$ cat config.mk
export PLATFORM = sky130hd
export DESIGN_NAME = if_id_buffer
export DESIGN_NICKNAME = d
export VERILOG_FILES = /design/src/rtl/if_id_buffer_pkg.sv /design/src/rtl/if_id_buffer_mem.sv /design/src/rtl/if_id_buffer.sv
export SDC_FILE = /design/constraint.sdc
export NUM_CORES = 1
export LEC_CHECK = 0
export ABC_AREA = 1
export CAP_MARGIN = 25
export CORE_MARGIN = 5
export CORE_UTILIZATION = 55
export DETAILED_ROUTE_END_ITERATION = 16
export PLACE_DENSITY = 0.8
export SKIP_LAST_GASP = 1
export SLEW_MARGIN = 20
export SYNTH_ARGS = -nofsm -noshare
export SYNTH_HDL_FRONTEND = slang
export SYNTH_SLANG_ARGS = --single-unit
$ cat constraint.sdc
create_clock -name clk -period 5.7 [get_ports clk]
set_clock_uncertainty 0.1 [all_clocks]
set_input_delay 0.855 -clock clk [delete_from_list [all_inputs] [get_ports clk]]
set_output_delay 0.855 -clock clk [all_outputs]
set_load 0.05 [all_outputs]
$ cat src/rtl/if_id_buffer_pkg.sv
// Shared constants for the IF/ID decoupling buffer: default widths, the bubble word
// and the derived pointer and count widths.
package if_id_buffer_pkg;

  localparam int BIT_NUMBER_DEF = 32;
  localparam int DEPTH_DEF      = 4;
  localparam int PTR_W_DEF      = $clog2(DEPTH_DEF);
  localparam int CNT_W_DEF      = $clog2(DEPTH_DEF + 1);

  // An all-zero word is what decode sees whenever no entry is valid.
  localparam logic [31:0] NOP = 32'h0;

endpackage

$ cat src/rtl/if_id_buffer_mem.sv
// Entry storage for if_id_buffer: one synchronous write port and one asynchronous read port.
// The data array has no reset. The top module gates the read data with out_valid.
module if_id_buffer_mem #(
  parameter int WIDTH = 64,
  parameter int DEPTH = 4
) (
  input  logic                     clk,
  input  logic                     wr_en,
  input  logic [$clog2(DEPTH)-1:0] wr_addr,
  input  logic [WIDTH-1:0]         wr_data,
  input  logic [$clog2(DEPTH)-1:0] rd_addr,
  output logic [WIDTH-1:0]         rd_data
);

  logic [WIDTH-1:0] entries [DEPTH];

  always_ff @(posedge clk) begin
    if (wr_en) begin
      entries[wr_addr] <= wr_data;
    end
  end

  assign rd_data = entries[rd_addr];

endmodule

$ cat src/rtl/if_id_buffer.sv
// FIFO between fetch and decode that holds {pc, instruction} pairs and freezes fetch when full.
// Define IF_ID_BUFFER_BYPASS_EN to forward a word straight to decode when the buffer is empty.
module if_id_buffer
  import if_id_buffer_pkg::*;
#(
  parameter int BIT_NUMBER = BIT_NUMBER_DEF,
  parameter int DEPTH      = DEPTH_DEF
) (
  input  logic                         clk,
  input  logic                         rst,
  input  logic                         flush,
  input  logic                         in_valid,
  input  logic [BIT_NUMBER-1:0]        in_pc,
  input  logic [BIT_NUMBER-1:0]        in_instruction,
  output logic                         if_freeze,
  output logic                         out_valid,
  input  logic                         out_ready,
  output logic [BIT_NUMBER-1:0]        out_pc,
  output logic [BIT_NUMBER-1:0]        out_instruction,
  output logic [$clog2(DEPTH+1)-1:0]   count
);

  localparam int PTR_W = $clog2(DEPTH);
  localparam int CNT_W = $clog2(DEPTH + 1);
  localparam logic [CNT_W-1:0]      FULL_COUNT = CNT_W'(DEPTH);
  localparam logic [BIT_NUMBER-1:0] BUBBLE     = BIT_NUMBER'(NOP);

  logic [PTR_W-1:0]        rd_ptr;
  logic [PTR_W-1:0]        wr_ptr;
  logic [2*BIT_NUMBER-1:0] head_data;
  logic                    full;
  logic                    empty;
  logic                    push;
  logic                    pop;

  assign full      = (count == FULL_COUNT);
  assign empty     = (count == '0);
  assign if_freeze = full;

`ifdef IF_ID_BUFFER_BYPASS_EN
  logic bypass;

  // An incoming word is forwarded when nothing is stored ahead of it. It is only
  // written into storage if decode does not take it in the same cycle.
  assign bypass    = empty & in_valid & ~flush;
  assign out_valid = ~empty | bypass;
  assign pop       = ~empty & out_ready & ~flush;
  assign push      = in_valid & ~full & ~flush & ~(bypass & out_ready);

  always_comb begin
    out_pc          = BUBBLE;
    out_instruction = BUBBLE;
    if (!empty) begin
      out_pc          = head_data[2*BIT_NUMBER-1:BIT_NUMBER];
      out_instruction = head_data[BIT_NUMBER-1:0];
    end else if (bypass) begin
      out_pc          = in_pc;
      out_instruction = in_instruction;
    end
  end
`else
  assign out_valid = ~empty;
  assign pop       = out_valid & out_ready & ~flush;
  assign push      = in_valid & ~full & ~flush;

  always_comb begin
    out_pc          = BUBBLE;
    out_instruction = BUBBLE;
    if (out_valid) begin
      out_pc          = head_data[2*BIT_NUMBER-1:BIT_NUMBER];
      out_instruction = head_data[BIT_NUMBER-1:0];
    end
  end
`endif

  // Flush overrides any push or pop in the same cycle. Both pointers return to 0.
  always_ff @(posedge clk or negedge rst) begin
    if (!rst) begin
      rd_ptr <= '0;
      wr_ptr <= '0;
      count  <= '0;
    end else if (flush) begin
      rd_ptr <= '0;
      wr_ptr <= '0;
      count  <= '0;
    end else begin
      if (push) begin
        wr_ptr <= wr_ptr + PTR_W'(1);
      end
      if (pop) begin
        rd_ptr <= rd_ptr + PTR_W'(1);
      end
      if (push && !pop) begin
        count <= count + CNT_W'(1);
      end else if (pop && !push) begin
        count <= count - CNT_W'(1);
      end
    end
  end

  if_id_buffer_mem #(
    .WIDTH(2 * BIT_NUMBER),
    .DEPTH(DEPTH)
  ) u_mem (
    .clk    (clk),
    .wr_en  (push),
    .wr_addr(wr_ptr),
    .wr_data({in_pc, in_instruction}),
    .rd_addr(rd_ptr),
    .rd_data(head_data)
  );

endmodule
==> results.md, run 1 <==
* Critical Path RT at ~4.7 ns
* Final net count at around 1,000
* Syn Nets at about 900
* Setup TNS at 0 ns
* Highest metal used: met4
* Top-count cell post-synth: nor2_1
* Tmin final at about 4.8 ns
* Antenna violations before repair at 0
* Vias per cell at 5.407
* Drt initial violations at ~390
* Met3 WL at 1494 µm
* P&R area growth vs syn at 23.59%
* Die Width at 147.3 µm
* Worst setup startpoint: rd_ptr[0]$_DFFE_PN0P_
* Maximum vdd ir drop at between 300 and 400 µV
* # diodes at 0
* Reg-to-reg setup timing slack at around 3.0 ns
* Yosys reg bits at ~260
* Root buffer cell: clkbuf_16
* IO Count at around 140
* Clock Path Buffers at 3
* Mapped Avg Cell Area at between 10 and 15 µm²
* RSZ-0062 raised after global routing: false
* Initial Util at 0.5558
* Placed cells at 1,156
* First drt pass iteration count at 5
* Fraction of layout cells with a size suffix above 1 at 0.05876
* CTS tree: yes
* Seq/Total Area, Yosys at 0.7588
* Port bufs at around 140
* Post-synth EDFFs at roughly 260
* Routed met1 length at 8618 µm
* Largest net degree at the start of global routing at 75
* PwrDens at ~540 nW/µm²
* Yosys top cell area share at 0.7418
* GR Overflow Total at 0
* Post-cts resize count at 0
* Worst Setup End Kind: output port
* Asr flop ratio synth at 0.02662
* Post-Route WL at about 22,000 µm
* Postcts setup bufs at 0
* Relative max-transition margin at 0.3637
* FP Rows at 50
* Cells after Synth at 823
* Yosys warns at 0
* Worst-case reg-to-reg path depth at 3
* Static Leak at approximately 4.4 nW
* DR WL met2 at approximately 11,000 µm
* Inserted Clock Buffers at 26
* Fmax achieved at roughly 210 MHz
* Setup WS post-layout at 0.8612 ns
* Final setup viols at 0
* Total GRT Usage at 0.1951
* Final Max Slew Viols at 0
* CP Data Arrival Time at 3.88 ns
* Htree depth at 1
* Die Y at between 100 and 150 µm
* Cells along the critical path: clkinv_2 -> buf_4 -> o21ai_0 -> a21oi_1 -> clkdlybuf4s50_1
* CP Max Fanout at between 70 and 80
* ANT nets after route at 0
* Post-synth top cells: nor2_1 (262), edfxtp_1 (256), o21ai_0 (129)
* Actual slew at the worst max-slew pin at ~0.95 ns
* Number of global-route vias before repair at roughly 6,500
* Dpl hpwl at between 10,000 and 15,000 µm
* Worst min path class: flop to flop
* Slowest cell on the critical path: clkinv_2
* R2R Path Start: rd_ptr[0]$_DFFE_PN0P_
* Fill cells at 1,283
* Mapped cell area at 10,360 µm²
* Crit path to: out_instruction[3]
* Routed wire per std cell at 17.89 µm
* Die ar. at between 20,000 and 25,000 µm²
* R2R Path End: rd_ptr[0]$_DFFE_PN0P_
* Synth cell types at 21
* Max Cap Viol at 0
* Crit Path Class: flop to output port
* Worst-Skew Late Latency at a little over 0.5 ns
* Hold_ws at between 0.4 and 0.5 ns
* Core area at between 15,000 and 20,000 µm²
* CP max stage delay at roughly 0.88 ns
* CTS Hold Bufs at 0
* Fin. Hold Viols at 0
* DRC violations left at 0
* Ys flop type: edfxtp_1
* Final Util at 0.6870
* Startpoint type of the worst setup path: flop
* Clk sink count at 263
* Top post-synthesis cells by area: edfxtp_1 (74%), nor2_1 (9.5%), o21ai_0 (6.2%), a21oi_1 (3.3%), dfrtp_1 (1.7%)
* Post-synth top area cell: edfxtp_1
* Clock transition at path regs at about 0.06 ns
* First-pass GRT wire length at ~34,000 µm
* Hold Path Stages at 2
* Final Cycle Share at 0.8489
* Vias at between 6,000 and 7,000
* DP Worst Slack at 1.377 ns
* Post-route insts no fill at between 1,000 and 1,500
* Outcome: finished, final reports clean
* Routability cong. at 0.7688
[how the worst min path moves through the flow]
stage                     slack [ns]            startpoint                    to
final                           0.46  count[0]$_DFFE_PN0P_  count[0]$_DFFE_PN0P_
after floorplan                 0.46                   rst  count[0]$_DFFE_PN0P_
after detailed placement        0.45  count[0]$_DFFE_PN0P_  count[0]$_DFFE_PN0P_
after CTS                       0.46  count[0]$_DFFE_PN0P_  count[0]$_DFFE_PN0P_
after global routing            0.51  count[0]$_DFFE_PN0P_  count[0]$_DFFE_PN0P_
after global placement          0.44  count[0]$_DFFE_PN0P_  count[0]$_DFFE_PN0P_
[routing by layer]
metal / up-vias / global-route usage
li1: 3158 / -
met1: 3100 / 0.2411
met2: 222 / 0.3532
met3: 30 / 0.03455
met4: 0 / 0.05732
met5: - / 0
[critical path, delay by kind of cell, from the launching register on]
| kind | cells | cell delay (ns) |
|---|---|---|
| buffers and inverters | 3 | 2.15 |
| flip-flops | 1 | 0.83 |
| AO/OA/AOI/OAI | 2 | 0.32 |
[stage by stage]
stage          instance area, µm²  total power (W)
2_1_floorplan               10360         0.004316
3_3_place_gp                11930         0.005229
3_5_place_dp                11930         0.005254
4_1_cts                     12790         0.006958
5_1_grt                     12810         0.007185
6_report                    12810         0.006900
[area by class of cell]
type / instances / area, µm² / share of cell area
clock buffer: 34 / 701.9 / 0.05481
tap: 234 / 292.8 / 0.02286
timing repair buffer: 148 / 1511 / 0.1180
inverter: 18 / 68.82 / 0.005373
multi-input combinational: 494 / 2203 / 0.1720
sequential: 263 / 7868 / 0.6143
clock inverter: 13 / 161.4 / 0.01260
[flip-flops by register name, indices dropped and copies added (netlist names)]
signal and count:
count 3, rd_ptr 2, u_mem.entries 256, wr_ptr 2
[power by group]
group          internal [W]  switching [W]
combinational      0.000833        0.00204
sequential          0.00225      0.0000797
clock               0.00104       0.000649
[placed cells by master (no fill, tap or decap), drive strengths merged]
master         synthesis  layout
clkinv                 0       9
clkbuf                16      34
nand3b                 1       1
bufinv                 0       4
o21ai                132     132
ha                     4       4
nand2                 23      23
dfrtp                  7       7
xor2                   1       1
nor2                 263     263
clkdlybuf4s50          0     137
nand3                  1       1
inv                   18      18
edfxtp               256     256
buf                   32      11
fa                     1       1
a21oi                 68      68
[kinds of logic after synthesis]
family | count (synthesis) | share of synthesized area
compound gates | 200 | 0.09660
xor+xnor | 1 | 0.0008454
fa+ha+maj | 5 | 0.006762
buf+inv | 66 | 0.03151
flops | 263 | 0.7588
simple gates | 288 | 0.1055
No activity file was read; power rests on OpenSTA's default activity.
==> run 2: changes to the inputs <==
==> constraint.sdc (replaced) <==
create_clock -name clk -period 4.5 [get_ports clk]
set_clock_uncertainty 0.1 [all_clocks]
set_input_delay 0.675 -clock clk [delete_from_list [all_inputs] [get_ports clk]]
set_output_delay 0.675 -clock clk [all_outputs]
set_load 0.05 [all_outputs]
==> run 2 against run 1 <==
Net effect: utilization increased by 0.054 points; clock power increased by 26%; via count increased by 1.9%; sequential cell count unchanged; cell count increased by 0.42%; wire length increased by 1.7%; combinational power increased by 30%; non-clock buffer count increased by 2; first-iteration DRC count increased by 27%; critical path depth unchanged; critical path type unchanged; critical endpoint is now out_instruction[4]; largest cell class unchanged.
==> results.md, run 2 (synthesis results as in run 1) <==
* Outcome: finished, final reports clean
* Top reg by flops: u_mem.entries
* Pwr Total at just under 0.009 W
* Final Cycle Share at 0.8543
* First-pass GRT wire length at around 34,000 µm
* Relative max-transition margin at 0.3643
* Post-cts resize count at 0
* Postcts setup bufs at 0
* CP Data Arrival Time at between 3 and 4 ns
* Core area at between 15,000 and 20,000 µm²
* Routability cong. at 0.7797
* Reg-to-reg setup timing slack at roughly 2.1 ns
* First drt pass iteration count at 5
* Htree depth at 1
* PwrDens at a little under 700 nW/µm²
* Slowest cell on the critical path: clkdlybuf4s50_1
* Static Leak at 4.379 nW
* Worst-Skew Late Latency at approximately 0.52 ns
* Number of global-route vias before repair at between 6,000 and 7,000
* Maximum vdd ir drop at 561.0 µV
* Fill cells at 1,317
* ANT nets after route at 0
* Worst min path class: input port to asynchronous set/reset pin
* # diodes at 0
* GR Overflow Total at 0
* Hold_ws at between 0.3 and 0.4 ns
* Clk sink count at approximately 260
* Actual slew at the worst max-slew pin at 0.9521 ns
* RSZ-0062 raised after global routing: false
* P&R area growth vs syn at 23.69%
* Area of the multi-input gates at between 2000 and 2500 µm²
* Clock transition at path regs at about 0.060 ns
* Most frequent cells in the layout: nor2_1 (258), edfxtp_1 (256), clkdlybuf4s50_1 (137)
* Routed wire per std cell at about 18 µm
* CP max stage delay at roughly 0.84 ns
* Cells along the critical path: clkinv_2 -> buf_4 -> o21ai_0 -> a21oi_1 -> clkdlybuf4s50_1
* Setup TNS at 0 ns
* CTS tree: yes
* Die Y at ~150 µm
* CTS Hold Bufs at 0
* Total GRT Usage at 0.1959
* Post-Route WL at approximately 22,000 µm
* Final Max Slew Viols at 0
* Drt initial violations at between 400 and 500
* Placed cells at 1,159
* Fmax achieved at between 200 and 300 MHz
* Inserted Clock Buffers at 27
* FP Rows at 50
* FF/Latch Area at between 7000 and 8000 µm²
* Worst Setup End Kind: output port
* Fraction of layout cells with a size suffix above 1 at 0.06359
* IO Count at approximately 140
* Crit Path Class: flop to output port
* Critical Path RT at around 3.7 ns
* Max reg flops at approximately 260
* Port bufs at 137
* CP Max Fanout at between 40 and 50
* Vias per cell at between 5 and 6
* Largest net degree at the start of global routing at between 100 and 150
* Initial Util at 0.5558
* Die Width at 147.3 µm
* Commonest non-fill, non-tap cell in the layout: nor2_1
* DRC violations left at 0
* Max Cap Viol at 0
* Vias at roughly 6,600
* Largest registers: u_mem.entries x256, count x3
* Final net count at approximately 1,000
* Clock Path Buffers at 3
* Startpoint type of the worst setup path: flop
* Die ar. at around 22,000 µm²
* Post-route insts no fill at around 1,200
* Worst-case reg-to-reg path depth at 4
* Final setup viols at 0
* Dpl hpwl at around 12,000 µm
* Antenna violations before repair at 0
* Root buffer cell: clkbuf_16
* Fin. Hold Viols at 0
* Tmin final at 3.844 ns
## run 2: final timing paths
path	start	to
worst max-delay path	rd_ptr[0]$_DFFE_PN0P_	out_instruction[4]
worst min-delay path	rst	count[2]$_DFFE_PN0P_
worst max register to register	count[2]$_DFFE_PN0P_	u_mem.entries[2][3]$_DFFE_PP_
min in group clk	count[0]$_DFFE_PN0P_	count[0]$_DFFE_PN0P_
max in group asynchronous	rst	rd_ptr[0]$_DFFE_PN0P_
worst min register to register	count[0]$_DFFE_PN0P_	count[0]$_DFFE_PN0P_
## run 2: layout make-up
cell class / instances / area share
clock inverters: 16 / 0.01181
multi-input cells: 494 / 0.1719
inverters: 18 / 0.005369
well taps: 234 / 0.02284
repair buffers: 150 / 0.1195
flip-flops and latches: 263 / 0.6138
clock buffers: 34 / 0.05476
## run 2: routing by layer
metal | up-vias | global-route usage | part of all wire
met5 | - | 0 | 0
met4 | 0 | 0.06244 | 0.028
met3 | 46 | 0.03085 | 0.057
met2 | 208 | 0.3429 | 0.51
met1 | 3212 | 0.2531 | 0.40
li1 | 3166 | - | -
## run 2: stage by stage
stage	area (µm²)	utilization	setup WS (ns)
3_5_place_dp	11960	0.6417	1.228
5_1_grt	12820	0.6875	0.4492
4_1_cts	12820	0.6875	0.6727
2_1_floorplan	10360	-	0.1727
6_report	12820	0.6875	0.6557
3_3_place_gp	11960	0.6417	1.269
## run 2: worst max-delay path: cells and delay by family (launching register included)
family                 cells  cell delay (ns)
buffers and inverters      3             1.67
flip-flops                 1             0.50
AO/OA/AOI/OAI              2             0.38
## run 2: power breakdown
part | total (W) | internal, W | switching (W)
combinational | 0.00374 | 0.00109 | 0.00265
clock | 0.00213 | 0.00127 | 0.000858
sequential | 0.00290 | 0.00285 | 0.0000496
total | 0.00878 | 0.00522 | 0.00356
